<file path="src/rtl/lms_stimulus_gen.sv">
// lms_stimulus_gen
// Burst stimulus source for an LMS adaptive filter. Each sample pair is
// x[n] = low DATA_WIDTH bits of a 16-bit Fibonacci LFSR and
// d[n] = (x>>>1) + (x1>>>2) + (x2>>>3), where x1/x2 are the previous two
// accepted x samples of the current burst. Samples are handed over with a
// valid/ready handshake; the LFSR only moves on accepted transfers and keeps
// running across bursts.
//
// Optional feature: define LMS_STIM_NOISE_EN to add a small pseudo-random
// offset (sign-extended LFSR[15:13], -4..+3) to ref_out, wrapping.
module lms_stimulus_gen #(
  parameter int          DATA_WIDTH = 12,
  parameter logic [15:0] SEED       = 16'hACE1
) (
  input  logic                  clk_in,
  input  logic                  resetn_in,
  input  logic                  start_in,
  input  logic [15:0]           burst_len_in,
  input  logic                  ready_in,
  output logic [DATA_WIDTH-1:0] x_out,
  output logic [DATA_WIDTH-1:0] ref_out,
  output logic                  valid_out,
  output logic                  busy_out,
  output logic                  done_out
);

  localparam logic [1:0] ST_IDLE = 2'd0;
  localparam logic [1:0] ST_RUN  = 2'd1;
  localparam logic [1:0] ST_DONE = 2'd2;

  // One LFSR advance: shift left, feedback taps 15/13/12/10 enter at bit 0.
  function automatic logic [15:0] lfsr_step(input logic [15:0] v);
    return {v[14:0], v[15] ^ v[13] ^ v[12] ^ v[10]};
  endfunction

  // Reference sample from current and two past x values; wraps, no saturation.
  function automatic logic [DATA_WIDTH-1:0] ref_calc(
    input logic [DATA_WIDTH-1:0] x,
    input logic [DATA_WIDTH-1:0] x1,
    input logic [DATA_WIDTH-1:0] x2
  );
    logic signed [DATA_WIDTH-1:0] sum;
    sum = ($signed(x) >>> 3'd1) + ($signed(x1) >>> 3'd2) + ($signed(x2) >>> 3'd3);
    return sum;
  endfunction

`ifdef LMS_STIM_NOISE_EN
  // Small signed offset taken from the LFSR top bits.
  function automatic logic [DATA_WIDTH-1:0] noise_of(input logic [15:0] v);
    return {{(DATA_WIDTH-3){v[15]}}, v[15:13]};
  endfunction
`endif

  logic [1:0]            state_r;
  logic [15:0]           lfsr_r;
  logic [DATA_WIDTH-1:0] x1_r;
  logic [DATA_WIDTH-1:0] x2_r;
  logic [15:0]           cnt_r;
  logic                  valid_r;
  logic                  busy_r;
  logic                  done_r;
  logic [DATA_WIDTH-1:0] ref_r;

  logic [1:0]            state_nxt_s;
  logic [15:0]           lfsr_nxt_s;
  logic [DATA_WIDTH-1:0] x1_nxt_s;
  logic [DATA_WIDTH-1:0] x2_nxt_s;
  logic [15:0]           cnt_nxt_s;
  logic                  valid_nxt_s;
  logic                  xfer_s;
  logic [DATA_WIDTH-1:0] ref_nxt_s;
  logic [DATA_WIDTH-1:0] ref_seed_s;

  assign xfer_s    = valid_r & ready_in;
  assign x_out     = lfsr_r[DATA_WIDTH-1:0];
  assign ref_out   = ref_r;
  assign valid_out = valid_r;
  assign busy_out  = busy_r;
  assign done_out  = done_r;

  // Next-state logic: FSM, handshake, LFSR advance and delay-line shift.
  always_comb begin
    state_nxt_s = state_r;
    lfsr_nxt_s  = lfsr_r;
    x1_nxt_s    = x1_r;
    x2_nxt_s    = x2_r;
    cnt_nxt_s   = cnt_r;
    valid_nxt_s = valid_r;
    case (state_r)
      ST_IDLE: begin
        if (start_in) begin
          // History is cleared on every accepted start, empty bursts included.
          x1_nxt_s = {DATA_WIDTH{1'b0}};
          x2_nxt_s = {DATA_WIDTH{1'b0}};
          if (burst_len_in != 16'd0) begin
            state_nxt_s = ST_RUN;
            cnt_nxt_s   = burst_len_in;
            valid_nxt_s = 1'b1;
          end else begin
            state_nxt_s = ST_DONE;
            valid_nxt_s = 1'b0;
          end
        end else begin
          valid_nxt_s = 1'b0;
        end
      end
      ST_RUN: begin
        if (xfer_s) begin
          lfsr_nxt_s = lfsr_step(lfsr_r);
          x1_nxt_s   = lfsr_r[DATA_WIDTH-1:0];
          x2_nxt_s   = x1_r;
          cnt_nxt_s  = cnt_r - 16'd1;
          if (cnt_r == 16'd1) begin
            state_nxt_s = ST_DONE;
            valid_nxt_s = 1'b0;
          end else begin
            valid_nxt_s = 1'b1;
          end
        end else begin
          valid_nxt_s = valid_r;
        end
      end
      ST_DONE: begin
        state_nxt_s = ST_IDLE;
        valid_nxt_s = 1'b0;
      end
      default: begin
        state_nxt_s = ST_IDLE;
        valid_nxt_s = 1'b0;
      end
    endcase
  end

  // Reference value for the next register contents and for the reset image.
  always_comb begin
`ifdef LMS_STIM_NOISE_EN
    ref_nxt_s  = ref_calc(lfsr_nxt_s[DATA_WIDTH-1:0], x1_nxt_s, x2_nxt_s) + noise_of(lfsr_nxt_s);
    ref_seed_s = ref_calc(SEED[DATA_WIDTH-1:0], {DATA_WIDTH{1'b0}}, {DATA_WIDTH{1'b0}}) + noise_of(SEED);
`else
    ref_nxt_s  = ref_calc(lfsr_nxt_s[DATA_WIDTH-1:0], x1_nxt_s, x2_nxt_s);
    ref_seed_s = ref_calc(SEED[DATA_WIDTH-1:0], {DATA_WIDTH{1'b0}}, {DATA_WIDTH{1'b0}});
`endif
  end

  // State and output registers with synchronous active-low reset.
  always_ff @(posedge clk_in) begin
    if (!resetn_in) begin
      state_r <= ST_IDLE;
      lfsr_r  <= SEED;
      x1_r    <= {DATA_WIDTH{1'b0}};
      x2_r    <= {DATA_WIDTH{1'b0}};
      cnt_r   <= 16'd0;
      valid_r <= 1'b0;
      busy_r  <= 1'b0;
      done_r  <= 1'b0;
      ref_r   <= ref_seed_s;
    end else begin
      state_r <= state_nxt_s;
      lfsr_r  <= lfsr_nxt_s;
      x1_r    <= x1_nxt_s;
      x2_r    <= x2_nxt_s;
      cnt_r   <= cnt_nxt_s;
      valid_r <= valid_nxt_s;
      busy_r  <= (state_nxt_s != ST_IDLE);
      done_r  <= (state_nxt_s == ST_DONE);
      ref_r   <= ref_nxt_s;
    end
  end

endmodule

</file>
<file path="config.mk">
export PLATFORM = sky130hd
export DESIGN_NAME = lms_stimulus_gen
export DESIGN_NICKNAME = d
export VERILOG_FILES = /design/src/rtl/lms_stimulus_gen.sv
export SDC_FILE = /design/constraint.sdc
export NUM_CORES = 1
export LEC_CHECK = 0
export ABC_AREA = 0
export ABC_CLOCK_PERIOD_IN_PS = 3800
export CAP_MARGIN = 20
export CORE_MARGIN = 2
export CORE_UTILIZATION = 56
export DETAILED_ROUTE_END_ITERATION = 8
export PLACE_DENSITY_LB_ADDON = 0.15
export SLEW_MARGIN = 20
export SYNTH_ARGS = -nofsm -noshare
export SYNTH_HDL_FRONTEND = slang
export SYNTH_SLANG_ARGS = --single-unit
</file>
<file path="constraint.sdc">
create_clock -name clk_in -period 3.8 [get_ports clk_in]
set_input_delay 0.57 -clock clk_in [delete_from_list [all_inputs] [get_ports clk_in]]
set_output_delay 0.57 -clock clk_in [all_outputs]
set_load 0.03 [all_outputs]
</file>
* Word level (Yosys, flattened, before mapping)
Index checks and enable logic that the tools add are counted.
** Storage, ports and cells
- Register bits after elaboration :: 70
- Input port bits :: 20
- Output and inout port bits :: 27
- Word-level logic and storage cells :: 53
** Operators by class
- Add/sub/neg operators :: 3
- Equal/unequal tests :: 6
- Muxes and demuxes :: 22
- Bitwise operators :: 4
- Reduce and logical (&&, ||, !) cells :: 7
** Operator list (number)
- 12-bit 2-to-1 mux :: 6
- 16-bit 2-to-1 mux :: 3
- 12-bit one-hot mux with 2 select lines :: 2
- 16-bit one-hot mux with 2 select lines :: 1
- 16-bit by 1-bit equality test with 1-bit output (second input constant) :: 1
- 16-bit nonzero test :: 1
- 16-bit by 1-bit subtractor with 16-bit output (second input constant) :: 1
- 11-bit by 10-bit adder with 12-bit output :: 1
- 12-bit by 9-bit adder with 12-bit output :: 1
- 2-bit 2-to-1 mux :: 4
- 2-bit != test (second input constant) :: 3
- 1-bit 2-to-1 mux :: 4
- 2-bit one-hot mux with 2 select lines :: 1
- 4-bit AND reduction :: 1
- 2-bit nonzero test :: 2
- 3-bit AND reduction :: 1
- 1-bit bitwise XOR :: 3
- 2-bit by 1-bit equality test with 1-bit output (second input constant) :: 1
- 2-bit equality test (second input constant) :: 1
- 2-bit zero test :: 1
- 1-bit one-hot mux with 2 select lines :: 1
- 2-bit AND reduction :: 1
- 1-bit bitwise AND :: 1

* Logic depth before layout (Yosys ltp)
- Depth in word-level cells :: 7
- Mapped depth :: 16

* Worst setup path before layout
OpenSTA, ideal clock, no wires.
- Path type :: reg-to-reg
- From :: reg valid_r, in the netlist valid_out
- To :: reg ref_r[11], in the netlist ref_out[11]
- Library setup time :: 0.123 ns
- Data arrival time :: 3.503 ns
- Data required time :: 3.677 ns
- Setup slack :: 0.174 ns
- Cell stages (with the launch flop) :: 14
- Buffers on the path :: 2
- Clock period less this slack :: 3.626 ns
- Cells stage by stage :: dfxtp_1 > nand3_1 > a21o_1 > buf_2 > buf_2 > a22oi_1 > fa_1 > inv_1 > ha_1 > nor2b_1 > o31a_1 > o31a_1 > o41ai_2 > mux2_1
** Between the ends
- Cells in the longest elaborated chain, start to end :: 5
- Elaborated cells on any way between the ends :: 9
- Those cells by class :: 2 x add/sub; 6 x mux; 1 x bitwise
** Ends and longest elaborated chain
- start: declaration :: line 59 : logic valid_r;
- start signal: assignment :: line 163 : valid_r <= valid_nxt_s;
- 1-bit bitwise AND * :: line 74 : assign xfer_s = valid_r & ready_in;
- 12-bit 2-to-1 mux :: line 108 : if (xfer_s) begin
- 12-bit one-hot mux with 2 select lines / 12-bit 2-to-1 mux (equally long branches) :: line 89 : case (state_r)
- 11-bit by 10-bit adder with 12-bit output :: line 43 : sum = ($signed(x) >>> 3'd1) + ($signed(x1) >>> 3'd2) + ($signed(x2) >>> 3'd3);
- 12-bit by 9-bit adder with 12-bit output * :: line 43
- end signal: assignment :: line 156 : ref_r <= ref_seed_s;
- end signal: assignment :: line 166 : ref_r <= ref_nxt_s;
- end: declaration :: line 62 : logic [DATA_WIDTH-1:0] ref_r;
Every way passes the cells marked *; elsewhere a longest branch is shown, timed or not. The select of a mux whose other input is x is not followed.
A chain may end at the register's enable or synchronous reset.

* Final worst setup path
- From :: in ready_in
- To :: reg ref_r[11], in the netlist ref_out[11]
** Between the ends
- Elaborated cells on any way between the ends :: 9
- Those cells by class :: 2 x add/sub; 6 x mux; 1 x bitwise
** RTL lines
- start: declaration :: line 19 : input logic ready_in,
- 1-bit bitwise AND :: line 74
- 12-bit 2-to-1 mux :: line 108
- 12-bit one-hot mux with 2 select lines :: line 89
- net x2_nxt_s[3] :: line 67 : logic [DATA_WIDTH-1:0] x2_nxt_s;
- 12-bit by 9-bit adder with 12-bit output :: line 43
The timed path passes the listed nets, and every way through them passes these cells. The select of a mux whose other input is x is not followed.

==> impl_metrics.ini <==
[outcome]
outcome = finished clean

[global_routing]
grt_max_degree = 46
grt_use_total_pct = 25.4
grt-ovfl-total = 0
first_global_vias = 3211
grt_pass1_wl_mm = 14.9
antenna_found_initial = 0

[logic_synthesis]
synth_cells = 432
synth_cell_types = 63
ys_ff_latch = 68
yosysMostFrequentCell = dfxtp_1
synthArstFlopShare_pct = 0
synthTopCellsByArea = dfxtp_1 37%, fa_1 6.5%, nand2_1 5.7%
syn_avg_cell_area_um2 = 8.62
netlist_top_cells_count = 68 x dfxtp_1, 57 x nand2_1, 42 x nor2_1
ys_warn_count = 0
mappedNetlistArea_um2 = 3720
synth_edf_count = 0
synth_flop_cell = dfxtp_1
yosys.area.top_type = dfxtp_1
synth_top_cell_area_share_pct = 36.6
ys_seq_area_share_pct = 36.6
synth_nets = 476

[sta]
setup_ws_ps = 118
slew_headroom_pct = 42.5
slew_violations = 0
worst_clock_skew_ps = 15.8
fin_crit_ps = 3680
fin_hold_ws_ps = 480
period_share_pct = 96.9
setup_violations = 0
tightest_slew_ps = 862
max_freq_mhz = 272
finalHoldViolCount = 0

[clock_tree]
cts.sinks = 68
insertion_delay_ps = 350
cts_tree = yes
clk_pin_slew_worst_paths_ps = 80
cts_max_level = 3
numCtsBuffers = 9
cts_buffer_depth = 2
cts_root_buf = clkbuf_8
post-cts-setup-buffers = 0

[detailed_routing]
antenna_left = 0
vias = 3398
vias_per_cell = 5.77
dr.pass1.iters = 5
wl_per_cell_um = 14.8
drt_iter0_drc = 169
routed_wl_mm = 8.74
drcViolationCount = 0

[job]
cap_violations = 0

[floorplan]
io_pins = 47
coreArea_um2 = 6390
initial_core_util_pct = 58.3
row_count = 29
die-area_um2 = 7320
die-width_um = 85.5
dieHeight_um = 85.5

[power_and_ir_drop]
p_int_uw = 1210
clockPowerShare_pct = 35.5
seqPwrFrac_pct = 44.8
switching_power_uw = 499
p_leak_uw = 0.00201
netSwitchingFraction_pct = 29.3
ir_drop_mv = 0.411
power.density_nw_per_um2 = 362
combPwrFrac_pct = 19.7

[placement]
gp_congestion = 0.850
hpwl_mm = 6.20
dpl.cell_count = 573
dp_slack_ps = -306
port_buffers = 46

[hold_path]
hp-class = reg -> reg
hp-start = cnt_r[1]$_SDFFE_PN0P_

[setup_path]
path_delay_family = compound AO/OA/AOI/OAI gates
path_buf_inv = 3
worstPathRequired_ps = 4040
path_cells = clkdlybuf4s50_1 -> and3_2 -> buf_4 -> a22o_1 -> fa_1 -> ha_1 -> inv_1 -> fa_1 -> nor2b_1 -> o31a_1 -> o31a_1 -> o41ai_2 -> mux2_1
critPathKind = in -> reg
startpoint_type = input pin
crit_slowest_cell = clkdlybuf4s50_1
end_kind = register
r2r_start = state_r[0]$_SDFF_PN0_
crit_path_max_incr_delay_ps = 450
cp.arrival_ps = 3930
cp_max_fo = 8
startpoint = ready_in

[layout]
finalNonFillerCells = 589
drive_gt1_share_pct = 18.8
final_nets = 551
nFillCells = 510
area_growth_pct = 26.5
diodes = 0
[stage by stage]
| stage | setup TNS, ps | total power, µW | utilization, % | cell area, µm² |
|---|---|---|---|---|
| floorplan | 0 | 1000 | - | 3720 |
| global placement | -646 | 1100 | 70.1 | 4480 |
| detailed placement | -925 | 1110 | 70.1 | 4480 |
| CTS | 0 | 1710 | 73.2 | 4680 |
| global route | -31.0 | 1780 | 73.7 | 4710 |
| finish | 0 | 1710 | 73.7 | 4710 |
[sequential cells by signal (all words and copies together), names as in the netlist]
register and cells:
cnt_r 16, lfsr_r 16, ref_out 12, x1_r 10, x2_r 9, state_r 2
busy_out 1, done_out 1, valid_out 1
[cells in the final DEF, fill, tap and decap left out, types with 3 or more instances in the layout]
cell | Yosys | routed
xnor2_1 | 3 | 3
nor4_1 | 6 | 6
and2_1 | 5 | 5
o31a_1 | 4 | 4
nand4_1 | 3 | 3
clkbuf_8 | 0 | 10
nor2b_1 | 3 | 3
and3_1 | 4 | 3
o31ai_1 | 5 | 5
a22oi_1 | 17 | 12
o211ai_1 | 5 | 5
fa_1 | 12 | 12
nand2_1 | 57 | 57
a21oi_1 | 27 | 26
nand2b_1 | 7 | 7
a22oi_2 | 0 | 5
nand3_1 | 10 | 10
mux2i_1 | 9 | 9
clkdlybuf4s50_1 | 0 | 46
a21o_1 | 5 | 4
ha_1 | 12 | 12
nor3_1 | 7 | 7
buf_4 | 14 | 53
dfxtp_1 | 68 | 68
inv_1 | 23 | 23
o21ai_0 | 18 | 17
nor2_1 | 42 | 42
[power groups by stage]
| stage | Combinational, µW | Sequential (µW) | Clock, µW |
|---|---|---|---|
| CTS | 333 | 763 | 612 |
| detailed placement | 330 | 780 | 0 |
| global placement | 323 | 779 | 0 |
| floorplan | 211 | 790 | 0 |
| global route | 369 | 767 | 647 |
| finish | 336 | 764 | 605 |
[layer usage]
metal  vias to the layer above  share of wire, %  track usage (%)  routed length, µm
met3                        14               5.5             5.20                478
met1                      1624                44             33.8               3820
met2                       108                49             41.3               4270
met5                         -                 0                0                  0
met4                         0               1.9             8.66                170
li1                       1652                 -                -                  -
[repair_timing]
action,in CTS,in global routing
setup endpoints to repair,0,3
resized for setup,0,9
hold buffers,0,0
[cell families (layout without fill, tap and decap cells)]
family | count (synthesis) | count (layout) | share of synthesized area [%]
AND/OR/NAND/NOR | 160 | 160 | 21.0
AO/OA/AOI/OAI | 105 | 105 | 19.8
flip-flops | 68 | 68 | 36.6
buffers and inverters | 59 | 139 | 7.83
adder cells (fa/ha/maj) | 24 | 24 | 10.5
multiplexers | 12 | 12 | 3.33
XOR/XNOR | 4 | 4 | 0.941
[layout make-up]
class / instances / area, µm² / share of cell area, %
clock buffer: 11 / 141 / 3.00
clock inverter: 5 / 60.1 / 1.28
inverter: 24 / 90.1 / 1.91
multi-input combinational: 305 / 2100 / 44.6
sequential: 68 / 1360 / 28.9
tap: 77 / 96.3 / 2.05
timing repair buffer: 99 / 858 / 18.2
[worst register-to-register path: cells and delay by family, from the launching register on]
kind            cells  cell delay (ps)
compound gates      3              870
fa+ha+maj           2              850
mux                 2              560
simple gates        3              480
flops               1              330
buf+inv             2              250
[worst paths after layout]
| path | end | slack, ps | cells past startpoint |
|---|---|---|---|
| worst max-delay path | ref_out[11]$_SDFF_PN1_ | 120 | 13 |
| worst min-delay path | cnt_r[1]$_SDFFE_PN0P_ | 480 | 2 |
| worst max register to register | ref_out[11]$_SDFF_PN1_ | 370 | 12 |
| worst min register to register | cnt_r[1]$_SDFFE_PN0P_ | 480 | 2 |
No activity file was read; power rests on OpenSTA's default activity.
